File: src/rtl/fetch_unit_pkg.sv
// fetch_unit_pkg: constants and source encoding shared by fetch, controller and datapath
package fetch_unit_pkg;
  localparam logic [31:0] NOP_WORD = 32'h0000_0013;
  localparam logic [31:0] RESET_PC_DEF = 32'h4000_0000;
  localparam logic [3:0] BIOS_NIB = 4'h4;
  localparam logic [3:0] IMEM_NIB = 4'h1;
  typedef enum logic [1:0] {
    SRC_NONE = 2'd0,
    SRC_BIOS = 2'd1,
    SRC_IMEM = 2'd2
  } src_e;
endpackage

File: src/rtl/fetch_unit_region_decode.sv
// fetch_unit_region_decode: maps a byte address to its memory region and per-region selects
module fetch_unit_region_decode
  import fetch_unit_pkg::*;
(
  input  logic [31:0] i_addr,
  output src_e        o_src,
  output logic        o_bios_sel,
  output logic        o_imem_sel
);
  assign o_bios_sel = i_addr[31:28] == BIOS_NIB;
  assign o_imem_sel = i_addr[31:28] == IMEM_NIB;
  assign o_src = o_bios_sel ? SRC_BIOS : o_imem_sel ? SRC_IMEM : SRC_NONE;
endmodule

File: src/rtl/fetch_unit.sv
// fetch_unit: owns the PC, issues BIOS/IMEM reads and presents the returning word to decode
module fetch_unit
  import fetch_unit_pkg::*;
#(
  parameter logic [31:0] RESET_PC = RESET_PC_DEF,
  parameter int BIOS_AW = 12,
  parameter int IMEM_AW = 14,
  parameter logic [31:0] NOP = NOP_WORD
) (
  input  logic               clk,
  input  logic               rst,
  input  logic               stall,
  input  logic               redirect,
  input  logic [31:0]        redirect_target,
  output logic [BIOS_AW-1:0] bios_addr,
  output logic               bios_en,
  input  logic [31:0]        bios_dout,
  output logic [IMEM_AW-1:0] imem_addr,
  output logic               imem_en,
  input  logic [31:0]        imem_dout,
  output logic [31:0]        inst,
  output logic [31:0]        inst_pc,
  output logic               inst_valid,
  output logic               fetch_fault,
  output logic [31:0]        fetch_count
);
  logic [31:0] r_fetch_pc, r_req_pc, r_count;
  src_e        r_req_src;
  logic        r_req_live, r_fault;
  logic [31:0] w_target, w_issue;
  src_e        w_src;
  logic        w_bios_sel, w_imem_sel;
  assign w_target = {redirect_target[31:2], 2'b00};
  // Stall replays the word currently in decode; redirect overrides stall
  assign w_issue = rst ? RESET_PC : redirect ? w_target : stall ? r_req_pc : r_fetch_pc;
  fetch_unit_region_decode u_dec (
    .i_addr    (w_issue),
    .o_src     (w_src),
    .o_bios_sel(w_bios_sel),
    .o_imem_sel(w_imem_sel)
  );
  assign bios_en   = w_bios_sel && !rst;
  assign imem_en   = w_imem_sel && !rst;
  assign bios_addr = w_issue[2+BIOS_AW-1:2];
  assign imem_addr = w_issue[2+IMEM_AW-1:2];
  assign inst_valid  = r_req_live && r_req_src != SRC_NONE;
  assign inst_pc     = r_req_pc;
  assign inst        = r_req_src == SRC_BIOS ? bios_dout : r_req_src == SRC_IMEM ? imem_dout : NOP;
  assign fetch_fault = r_fault;
  assign fetch_count = r_count;
  // PC sequencing, request tracking, sticky fault and accepted-word counter
  always_ff @(posedge clk) begin
    if (rst) begin
      r_fetch_pc <= RESET_PC;
      r_req_pc   <= '0;
      r_req_src  <= SRC_NONE;
      r_req_live <= 1'b0;
      r_fault    <= 1'b0;
      r_count    <= '0;
    end else begin
      r_fetch_pc <= redirect ? w_target + 32'd4 : stall ? r_fetch_pc : r_fetch_pc + 32'd4;
      r_req_pc   <= w_issue;
      r_req_src  <= w_src;
      r_req_live <= 1'b1;
      r_fault    <= r_fault || w_src == SRC_NONE;
      r_count    <= r_count + 32'(inst_valid && !stall);
    end
  end
endmodule

File: config.mk
export PLATFORM = sky130hd
export DESIGN_NAME = fetch_unit
export DESIGN_NICKNAME = d
export VERILOG_FILES = /design/src/rtl/fetch_unit_pkg.sv /design/src/rtl/fetch_unit_region_decode.sv /design/src/rtl/fetch_unit.sv
export SDC_FILE = /design/constraint.sdc
export NUM_CORES = 1
export LEC_CHECK = 0
export ABC_AREA = 0
export BUFFER_PORTS_ARGS = -buffer_cell sky130_fd_sc_hd__buf_2
export CAP_MARGIN = 20
export CORE_AREA = 2 2 143 89
export CTS_CLUSTER_SIZE = 12
export DETAILED_ROUTE_END_ITERATION = 12
export DIE_AREA = 0 0 145 91
export PLACE_DENSITY = 0.77
export SLEW_MARGIN = 15
export SYNTH_ARGS = -nofsm -noshare
export SYNTH_HDL_FRONTEND = slang
export SYNTH_SLANG_ARGS = --single-unit
File: constraint.sdc
create_clock -name clk -period 5.7 [get_ports clk]
set_input_delay 1.71 -clock clk [delete_from_list [all_inputs] [get_ports clk]]
set_output_delay 1.71 -clock clk [all_outputs]
set_load 0.01 [all_outputs]
# ---- Word-level counts from Yosys, hierarchy flattened
# Index checks and enable logic that the tools add are counted.
dict set report totals {
  in_bits 100
  regBits 100
}
dict set report op_classes {
  reduce_logical 10
  muxes 10
  addsub 3
  eq_ne 5
}
# operator count
set ops {}
lappend ops {{$mux 32} 7}
lappend ops {{$add 32x3->32 const B} 2}
lappend ops {{$add 32x1->32} 1}
lappend ops {{$eq 4x1->1 const B} 1}
lappend ops {{$eq 4x3->1 const B} 1}
lappend ops {{$logic_and 1x1->1} 4}
lappend ops {{$mux 2} 2}
lappend ops {{$eq 2x1->1 const B} 1}
lappend ops {{$eq 2x2->1 const B} 1}
lappend ops {{$logic_not 1->1} 2}
lappend ops {{$logic_not 2->1} 1}
lappend ops {{$ne 2x1->1 const B} 1}
lappend ops {{$reduce_bool 2->1} 1}
lappend ops {{$reduce_or 2->1} 1}
lappend ops {{$logic_or 1x1->1} 1}
lappend ops {{$mux 1} 1}

# ---- Logic depth before layout (Yosys ltp)
# Gate-level depths: netlist (run 1).
dict set report depth {
  word_depth 8
  ltp_mapped 14
  depth_no_buf 10
}

# ---- By module
# A second synthesis (run 1) with hierarchy kept.
dict set report hier_totals {
  cells_unflattened 762
  area_unflattened_um2 6094.6
}
# module cells_per_inst area_per_inst_um2 n_inst seq_area_each_um2
set modules_own_cells {}
lappend modules_own_cells {fetch_unit 758 6060.8 1 1961.9}
lappend modules_own_cells {fetch_unit_region_decode 4 33.8 1 0.0}

# ---- Worst setup path after synthesis (run 1)
# No wires, ideal clock.
dict set report synth_path {
  path_type {input port to output port}
  from {input port stall}
  to {output port bios_addr[10]}
  path_stages 8
  t_required_ps 3990
  slack_ps 611
  arrival_ps 3379
  path_cell_list {clkbuf_1 -> clkbuf_1 -> clkbuf_1 -> mux2i_1 -> nor2_1 -> a21oi_1 -> nor2_1 -> buf_4}
}
dict set report synth_between {
  elab_chain_cells 3
}
# item line_no
set synth_lines {}
lappend synth_lines {{start, declared} fetch_unit.sv:12} ;# input logic stall,
lappend synth_lines {{$mux 32 (3 in a row)} fetch_unit.sv:35} ;# assign w_issue = rst ? RESET_PC : redirect ? w_target : stall ? r_req_pc : r_fetch_pc;
lappend synth_lines {{end, declared} fetch_unit.sv:15} ;# output logic [BIOS_AW-1:0] bios_addr,
# No other way between the ends. The select of a mux whose other input is x is not followed.

# ---- Final worst setup path (run 1)
dict set report layout_path {
  from {input port stall}
  to {output port imem_en}
}
dict set report layout_between {
  elab_chain_cells 5
}
# item line_no
set layout_lines {}
lappend layout_lines {{$mux 32 (3 in a row)} fetch_unit.sv:35}
lappend layout_lines {{$eq 4x1->1} fetch_unit_region_decode.sv:11} ;# assign o_imem_sel = i_addr[31:28] == IMEM_NIB;
lappend layout_lines {{$logic_and 1x1->1} fetch_unit.sv:43} ;# assign imem_en = w_imem_sel && !rst;
lappend layout_lines {{end, declared} fetch_unit.sv:19} ;# output logic imem_en,
# No other way between the ends. The select of a mux whose other input is x is not followed.

==> results of run 1 <==
==> power by group through the flow <==
stage	Sequential, mW	Clock (mW)	Combinational (mW)
3_5_place_dp	0.744	0	0.287
5_1_grt	0.734	0.642	0.321
4_1_cts	0.729	0.610	0.289
3_3_place_gp	0.744	0	0.284
2_1_floorplan	0.744	0	0.184
6_report	0.729	0.601	0.294
==> Yosys cell counts, types with 5 or more instances <==
master | number | area (sq um)
mux2_2 | 12 | 135.1
xnor2_1 | 26 | 227.7
nand2b_1 | 5 | 31.28
dfxtp_1 | 96 | 1922
nand3b_1 | 8 | 60.06
nor2b_1 | 8 | 50.05
a21oi_1 | 38 | 190.2
mux2i_1 | 29 | 290.3
xor2_1 | 36 | 315.3
o21ai_0 | 15 | 75.07
nand3_1 | 35 | 175.2
and4_1 | 8 | 70.07
or3_1 | 6 | 37.54
nor2_1 | 116 | 435.4
and3_1 | 5 | 31.28
buf_4 | 30 | 225.2
nand4_1 | 11 | 68.82
a22o_1 | 29 | 254.0
clkbuf_1 | 25 | 93.84
nand2_1 | 51 | 191.4
nand4b_1 | 5 | 43.79
buf_1 | 7 | 26.28
inv_1 | 5 | 18.77
a211oi_1 | 19 | 142.6
nor3_1 | 17 | 85.08
==> cell type report <==
cell class | count | area share, %
inverters | 6 | 0.3156
clock inverters | 7 | 0.8417
clock buffers | 9 | 3.156
well taps | 165 | 2.893
flip-flops and latches | 96 | 26.93
multi-input cells | 538 | 48.75
repair buffers | 232 | 17.11
==> kinds of logic after synthesis <==
family | Yosys count
simple gates | 297
compound gates | 133
flops | 96
buf+inv | 75
xor+xnor | 62
mux | 41
fa+ha+maj | 3
other cells | 1
==> metal layers <==
metal  GRT usage (%)  wire [um]  share of wire, %
met4           5.776        160              0.94
met2           31.94       6706                39
met3           6.482       1437               8.5
met1           39.65       8673                51
met5               0          0                 0
==> path summary, 6_finish.rpt <==
check                                              from                          to  cells past startpoint
worst max-delay path                              stall                     imem_en                      9
worst min-delay path             fetch_fault$_SDFF_PP0_      fetch_fault$_SDFF_PP0_                      2
worst max register to register  r_req_src[1]$_SDFF_PP0_  fetch_count[28]$_SDFF_PP0_                     10
worst min register to register   fetch_fault$_SDFF_PP0_      fetch_fault$_SDFF_PP0_                      2
==> critical path, stage by stage <==
cell     delay [ns]
buf_2          0.29
buf_12         0.25
nand2_1        0.07
o21ai_0        0.07
nand2_1        0.07
a21oi_1        0.30
nor2_1         0.13
and3_1         0.16
buf_2          0.13
==> stage by stage <==
stage	utilization, %	std cells	setup slack, ns	cell area, sq um	hold slack, ns
6_report	60.32	1053	0.7907	7136	0.4589
5_1_grt	60.32	1053	0.5824	7136	0.4906
4_1_cts	60.06	1051	0.7704	7106	0.4641
3_5_place_dp	57.65	1035	0.8339	6820	0.4536
3_3_place_gp	57.65	1035	0.8474	6820	0.4502
2_1_floorplan	-	709	0.6115	5823	0.4417
==> registers in the layout, indices dropped and copies added, names as in the netlist <==
signal       count
fetch_count     32
inst_pc         30
r_fetch_pc      30
r_req_src        2
fetch_fault      1
r_req_live       1
==> impl_metrics.ini, run 1 <==
[status]
status = complete, no violations

[power]
p_leak_nw = 3.222
irDropWorstVdd_uv = 149.6
powerDensity_mw_per_mm2 = 227.6
power_frac_clock_pct = 37.0
seq_power_share_pct = 44.9
p_sw_uw = 487.9
intPower_mw = 1.136
finalPower_mw = 1.624
switching_share_pct = 30.05
p_comb_share_pct = 18.1

[critical_path]
rrSetupSlack_ns = 2.86
required_ns = 3.99
worstPathMaxFanout = 29
start_kind = input pin
cp.arrival_ns = 3.20
crit_type = in -> out
cp-end-kind = output pin

[grt]
first_global_vias = 4896
grt_max_degree = 57
grt_use_total_pct = 24.80
grt_pass1_wl_um = 26610
antenna_found_initial = 0
grt-ovfl-total = 0

[cts]
clock-sinks = 96
cts_resized = 0
cts_buffers = 9
clk_latency_ns = 0.35
h-tree-depth = 3
cts_hold_buf = 0
clkTransAtPathRegs_ns = 0.07
cts_buffer_depth = 2
clockRootBuffer = clkbuf_16
cts_tree = done
cts_setup_buffers = 0

[route]
drt_iter0_markers = 525
drc = 0
wl_per_cell_um = 16.12
antenna_left = 0
via_per_inst = 5.391
wl_um = 16980
vias = 5677
dr.pass1.iters = 5

[yosys]
avgSynthCellArea_sq_um = 8.219
synth_top_family_by_area = simple AND/OR/NAND/NOR gates
synth_simple_gate_area_share_pct = 25.80
syn-instance-count = 708
yosysWarnings = 0
ys_types = 60
synth-adder-area-share_pct = 0.6450
ys_ff_latch = 96
synth-seq-area-share_pct = 33.03
synth_mux_area_share_pct = 7.310
syn_area_sq_mm = 0.005819
synthArstFlopShare_pct = 0
synthXorXnorAreaFrac_pct = 9.331
synth_compound_area_share_pct = 16.47
synth_edf_count = 0
synthFlopType = dfxtp_1

[die]
num_rows = 31
die_height_um = 91
core-area_sq_mm = 0.01183
dieArea_sq_mm = 0.01320
die_w_um = 145
initial_core_util_pct = 49.19
pin_count = 226

[timing]
slew_violations = 0
finClkSkew_ns = 0.007243
fin_tns_setup_ns = 0
hold_viol = 0
fin_crit_sh_pct = 86.13
fin_crit_ns = 4.909
fmax_mhz = 203.7
rsz0062_at_grt = no
setup_viol_count_final = 0
relSlewSlack_pct = 48.86
worst_pin_slew_ns = 0.7652

[final_layout]
num_antenna_cells = 0
regArea_sq_mm = 0.001922
final_nets = 986
final_cell_mix = 219 x buf_2, 116 x nor2_1, 96 x dfxtp_1
final_common_cell = buf_2
area_growth_pct = 22.62
drive_gt1_share_pct = 31.42
fill_cells = 1095
multiInputGateArea_sq_mm = 0.003478

[min_path]
hold_path_class = reg -> reg

[flow_run]
cap_violations = 0

[place]
gp_congestion = 0.8801
place_hpwl_um = 12770
io_buffer_count = 221
Note: power is estimated with default switching activity, not from simulation.
==> run 2, diff against run 1 <==
--- a/config.mk
+++ b/config.mk
@@ -13,6 +13,7 @@
 export DETAILED_ROUTE_END_ITERATION = 12
 export DIE_AREA = 0 0 145 91
 export PLACE_DENSITY = 0.77
+export RECOVER_POWER = 100
 export SLEW_MARGIN = 15
 export SYNTH_ARGS = -nofsm -noshare
 export SYNTH_HDL_FRONTEND = slang
==> run 2 against run 1 <==
Compared with the run above: first-iteration DRC count increased by 3.6%; critical path depth down 5; wire length up 0.19%; clock power about the same; combinational power is 4% lower; count of clock-buffer cells in the layout unchanged; cell count is the same; register-to-register slack worse by 0.30 ns; largest power group unchanged.
==> impl_metrics.ini, run 2 (same netlist as run 1, synthesis figures left out) <==
[route]
vias = 5682
wl_per_cell_um = 16.15
dr.pass1.iters = 5
drc = 0
via_per_inst = 5.396
wl_um = 17010
drt_iter0_markers = 544
antenna_left = 0

[place]
placed_area_sq_mm = 0.006820
gp_congestion = 0.8801
place_hpwl_um = 12770
io_buffer_count = 221
pre_cts_slack_ns = 0.8339

[die]
initial_core_util_pct = 49.19
core-area_sq_mm = 0.01183
num_rows = 31
dieArea_sq_mm = 0.01320
die_w_um = 145
die_height_um = 91
pin_count = 226

[min_path]
hold_path_class = reg -> reg

[power]
p_sw_uw = 487.9
p_leak_nw = 2.684
powerDensity_mw_per_mm2 = 232.4
seq_power_share_pct = 45.3
finalPower_mw = 1.611
p_comb_share_pct = 17.4
irDropWorstVdd_uv = 160.4
switching_share_pct = 30.28
intPower_mw = 1.124
power_frac_clock_pct = 37.2

[timing]
setup_viol_count_final = 0
worst_pin_slew_ns = 1.321
fin_crit_ns = 5.081
worst_slack_ns = 0.6195
fmax_mhz = 196.8
slew_violations = 0
rsz0062_at_grt = no
relSlewSlack_pct = 11.93
fin_crit_sh_pct = 89.13
hold_viol = 0
finClkSkew_ns = 0.007719
fin_tns_setup_ns = 0

[cts]
clockRootBuffer = clkbuf_16
cts_tree = done
clock-sinks = 96
clk_latency_ns = 0.36
clkTransAtPathRegs_ns = 0.07
h-tree-depth = 3
cts_buffer_depth = 2
cts_setup_buffers = 0
cts_hold_buf = 0
cts_resized = 0
cts_buffers = 9

[final_layout]
final_cell_mix = 128 x clkbuf_1, 116 x nor2_1, 96 x dfxtp_1
final_cell_area_sq_mm = 0.006934
final_common_cell = clkbuf_1
num_antenna_cells = 0
fill_cells = 1179
final_nets = 986
drive_gt1_share_pct = 16.33
area_growth_pct = 19.16
largest_reg_flops = 32

[status]
status = complete, no violations

[critical_path]
worstRegToRegCells = 6
crit_type = in -> out
timing.rr.start = r_fetch_pc[11]$_SDFFE_PP0P_
required_ns = 3.99
setup.worst_path.start = rst
start_kind = input pin
worstPathMaxFanout = 33
cp-end-kind = output pin
critPathCapture = imem_addr[2]
r2r-end = r_fetch_pc[22]$_SDFFE_PP0P_
cp.arrival_ns = 3.37
rrSetupSlack_ns = 2.56

[grt]
first_global_vias = 4896
grt_most_used_layer = met1
met1_usage_pct = 39.65
grt_util_met3_pct = 6.482
grt_use_total_pct = 24.80
grt_pass1_wl_um = 26610
antenna_found_initial = 0
grt_use_met2_pct = 31.94
grt-ovfl-total = 0
grt_max_degree = 57

[flow_run]
cap_violations = 0
## run 2: cell count changes in the layout (fill, tap and decap cells not counted), moves of 2 or more
cell and delta:
mux2_2 -2, buf_4 -4, clkbuf_1 +128, mux2_1 +2, buf_2 -124
## run 2: area by class of cell
| class | instances | area, sq um | share of cell area (%) |
|---|---|---|---|
| clock buffer | 9 | 225.2 | 3.248 |
| clock inverter | 7 | 60.06 | 0.8661 |
| inverter | 6 | 22.52 | 0.3248 |
| multi-input combinational | 538 | 3447 | 49.71 |
| sequential | 96 | 1922 | 27.72 |
| tap | 165 | 206.4 | 2.977 |
| timing repair buffer | 232 | 1051 | 15.16 |
## run 2: how the worst min path moves through the flow
| stage | start | endpoint | depth (start not counted) | slack, ns |
|---|---|---|---|---|
| final | fetch_fault$_SDFF_PP0_ | fetch_fault$_SDFF_PP0_ | 2 | 0.46 |
| after global routing | fetch_fault$_SDFF_PP0_ | fetch_fault$_SDFF_PP0_ | 2 | 0.49 |
| after CTS | fetch_fault$_SDFF_PP0_ | fetch_fault$_SDFF_PP0_ | 2 | 0.46 |
| after detailed placement | fetch_fault$_SDFF_PP0_ | fetch_fault$_SDFF_PP0_ | 2 | 0.45 |
| after global placement | fetch_fault$_SDFF_PP0_ | fetch_fault$_SDFF_PP0_ | 2 | 0.45 |
| after floorplan | r_fetch_pc[8]$_SDFFE_PP0P_ | r_fetch_pc[8]$_SDFFE_PP0P_ | 2 | 0.44 |
## run 2: critical path, stage by stage
cell and delay (ns):
buf_4 0.31, clkbuf_1 0.96, nor2_1 0.18, clkbuf_1 0.19
## run 2: per-layer routing
metal / wire [um] / vias to the layer above
met2: 6716 / 219
met5: 0 / -
li1: - / 2840
met3: 1488 / 16
met1: 8666 / 2607
met4: 140 / 0
## run 2: power by group through the flow
stage	logic, mW	clock network (mW)	registers [mW]
floorplan	0.184	0	0.744
global placement	0.284	0	0.744
detailed placement	0.287	0	0.744
CTS	0.289	0.610	0.729
global route	0.308	0.642	0.735
finish	0.281	0.600	0.730
## run 2: metrics by stage
step	cells	hold slack, ns	utilization [%]
6_report	1053	0.4608	58.61
5_1_grt	1053	0.4922	58.61
4_1_cts	1051	0.4641	60.06
3_5_place_dp	1035	0.4536	57.65
3_3_place_gp	1035	0.4502	57.65
2_1_floorplan	709	0.4417	-
==> run 3, diff against run 2 <==
--- a/config.mk
+++ b/config.mk
@@ -8,13 +8,14 @@
 export ABC_AREA = 0
 export BUFFER_PORTS_ARGS = -buffer_cell sky130_fd_sc_hd__buf_2
 export CAP_MARGIN = 20
-export CORE_AREA = 2 2 143 89
+export CORE_AREA = 2 2 146 91
 export CTS_CLUSTER_SIZE = 12
 export DETAILED_ROUTE_END_ITERATION = 12
-export DIE_AREA = 0 0 145 91
+export DIE_AREA = 0 0 148 93
 export PLACE_DENSITY = 0.77
 export RECOVER_POWER = 100
 export SLEW_MARGIN = 15
 export SYNTH_ARGS = -nofsm -noshare
 export SYNTH_HDL_FRONTEND = slang
+export SYNTH_HIERARCHICAL = 1
 export SYNTH_SLANG_ARGS = --single-unit
==> run 3 against run 2 <==
Compared with the run above: the run now ends with capacitance limit, slew limit left; first-iteration DRC count decreased by 21%; combinational power decreased by 2%; worst hold slack improved by 0.011 ns; power increased by 1.5%; die area increased by 4.3%; via count increased by 4.4%; highest routed layer unchanged; critical endpoint is now bios_en; fmax decreased by 0.72%; clock skew increased by 0.00069 ns.
==> impl_metrics.ini, run 3 <==
[cts]
clockRootBuffer = clkbuf_16
cts_tree = done
clkTransAtPathRegs_ns = 0.07
cts_hold_buf = 0
h-tree-depth = 3
cts_resized = 0
clock-sinks = 98
cts_buffer_depth = 2
cts_setup_buffers = 0
cts_buffers = 9
clk_latency_ns = 0.35

[die]
dieArea_sq_mm = 0.01376
die_height_um = 93
initial_core_util_pct = 48.33
core-area_sq_mm = 0.01249
die_w_um = 148
num_rows = 32
pin_count = 226

[flow_run]
cap_violations = 1

[final_layout]
multiInputGateArea_sq_mm = 0.003560
area_growth_pct = 17.72
regArea_sq_mm = 0.001962
final_cell_area_sq_mm = 0.007107
final_common_cell = clkbuf_1
drive_gt1_share_pct = 14.66
final_cell_mix = 126 x clkbuf_1, 122 x nor2_1, 98 x dfxtp_1
fill_cells = 1256
num_antenna_cells = 0
final_nets = 1019

[critical_path]
required_ns = 3.99
start_kind = input pin
worstPathMaxFanout = 11
crit_type = in -> out
cp_common_cell = nor2_1
crit_chain = buf_2 > mux2i_1 > nor2_1 > a21oi_1 > nor2_1 > nor4b_1 > nor2b_1 > clkbuf_1
worst_path_largest_cell_delay_ns = 0.46
setup.worst_path.start = stall
cp.arrival_ns = 3.41
crit_slowest_cell = nor4b_1
timing.rr.start = r_req_src[0]$_SDFF_PP0_
cp-end-kind = output pin

[route]
vias = 5930
drt_iter0_markers = 431
wl_um = 16920
dr.pass1.iters = 6
wl_per_cell_um = 15.51
drc = 0
via_per_inst = 5.435
antenna_left = 0

[place]
gp_congestion = 0.8270
io_buffer_count = 223
place_hpwl_um = 12450
placed_area_sq_mm = 0.007017

[grt]
antenna_found_initial = 0
first_global_vias = 5165
grt-ovfl-total = 0
grt_use_total_pct = 23.82
grt_max_degree = 56
grt_pass1_wl_um = 26460

[timing]
setup_viol_count_final = 0
slew_violations = 30
finClkSkew_ns = 0.008407
fin_tns_setup_ns = 0
fmax_mhz = 195.4
hold_viol = 0
worst_pin_slew_ns = 1.927
fin_crit_sh_pct = 89.78
fin_crit_ns = 5.118
relSlewSlack_pct = -28.75
rsz0062_at_grt = no

[min_path]
hold_path_class = reg -> reg
min_from = fetch_fault$_SDFF_PP0_

[status]
violations = capacitance limit, slew limit
status = finished, violations left

[yosys]
syn-instance-count = 748
syn_area_sq_mm = 0.006037
yosysWarnings = 6
avgSynthCellArea_sq_um = 8.071
syn_nets = 851

[power]
powerDensity_mw_per_mm2 = 230.2
p_leak_nw = 2.678
irDropWorstVdd_uv = 167.7
## run 3: cell type report
type | count | area share [%]
Multi-Input combinational cell | 564 | 50.09
Sequential cell | 98 | 27.61
Clock inverter | 6 | 0.9331
Tap cell | 170 | 2.993
Inverter | 12 | 0.6338
Timing Repair Buffer | 231 | 14.52
Clock buffer | 10 | 3.222
## run 3: per-layer routing
metal / vias to the layer above / global-route usage (%) / part of all wire [%]
li1: 2974 / - / -
met1: 2742 / 33.03 / 47
met2: 202 / 38.43 / 45
met3: 12 / 4.634 / 6.5
met4: 0 / 5.794 / 1.2
met5: - / 0 / 0
## run 3: worst max-delay path, delay by kind of cell
family                 cells  cell delay (ns)
AND/OR/NAND/NOR            4             0.84
buffers and inverters      2             0.45
multiplexers               1             0.22
AO/OA/AOI/OAI              1             0.18
## run 3: final timing paths
path | endpoint | slack, ns | depth (start not counted)
hold reg to reg | fetch_fault$_SDFF_PP0_ | 0.47 | 2
hold / removal | fetch_fault$_SDFF_PP0_ | 0.47 | 2
setup reg to reg | fetch_count[18]$_SDFF_PP0_ | 3.12 | 9
setup / recovery | bios_en | 0.58 | 8
## run 3: stage by stage
stage | setup WS (ns) | hold WS (ns) | total power, mW | util (%) | std cells
after floorplan | 0.3351 | 0.4710 | 0.9451 | - | 748
final | 0.5824 | 0.4722 | 1.636 | 56.89 | 1091
after global routing | 0.3944 | 0.5152 | 1.707 | 56.89 | 1091
after detailed placement | 0.5700 | 0.4589 | 1.045 | 56.17 | 1074
after global placement | 0.5746 | 0.4530 | 1.041 | 56.17 | 1074
after CTS | 0.5646 | 0.4762 | 1.656 | 58.53 | 1090
## run 3: report_power, final
group / internal [mW] / switching (mW) / total [mW]
clock: 0.342 / 0.274 / 0.617
sequential: 0.715 / 0.0292 / 0.744
combinational: 0.114 / 0.161 / 0.275
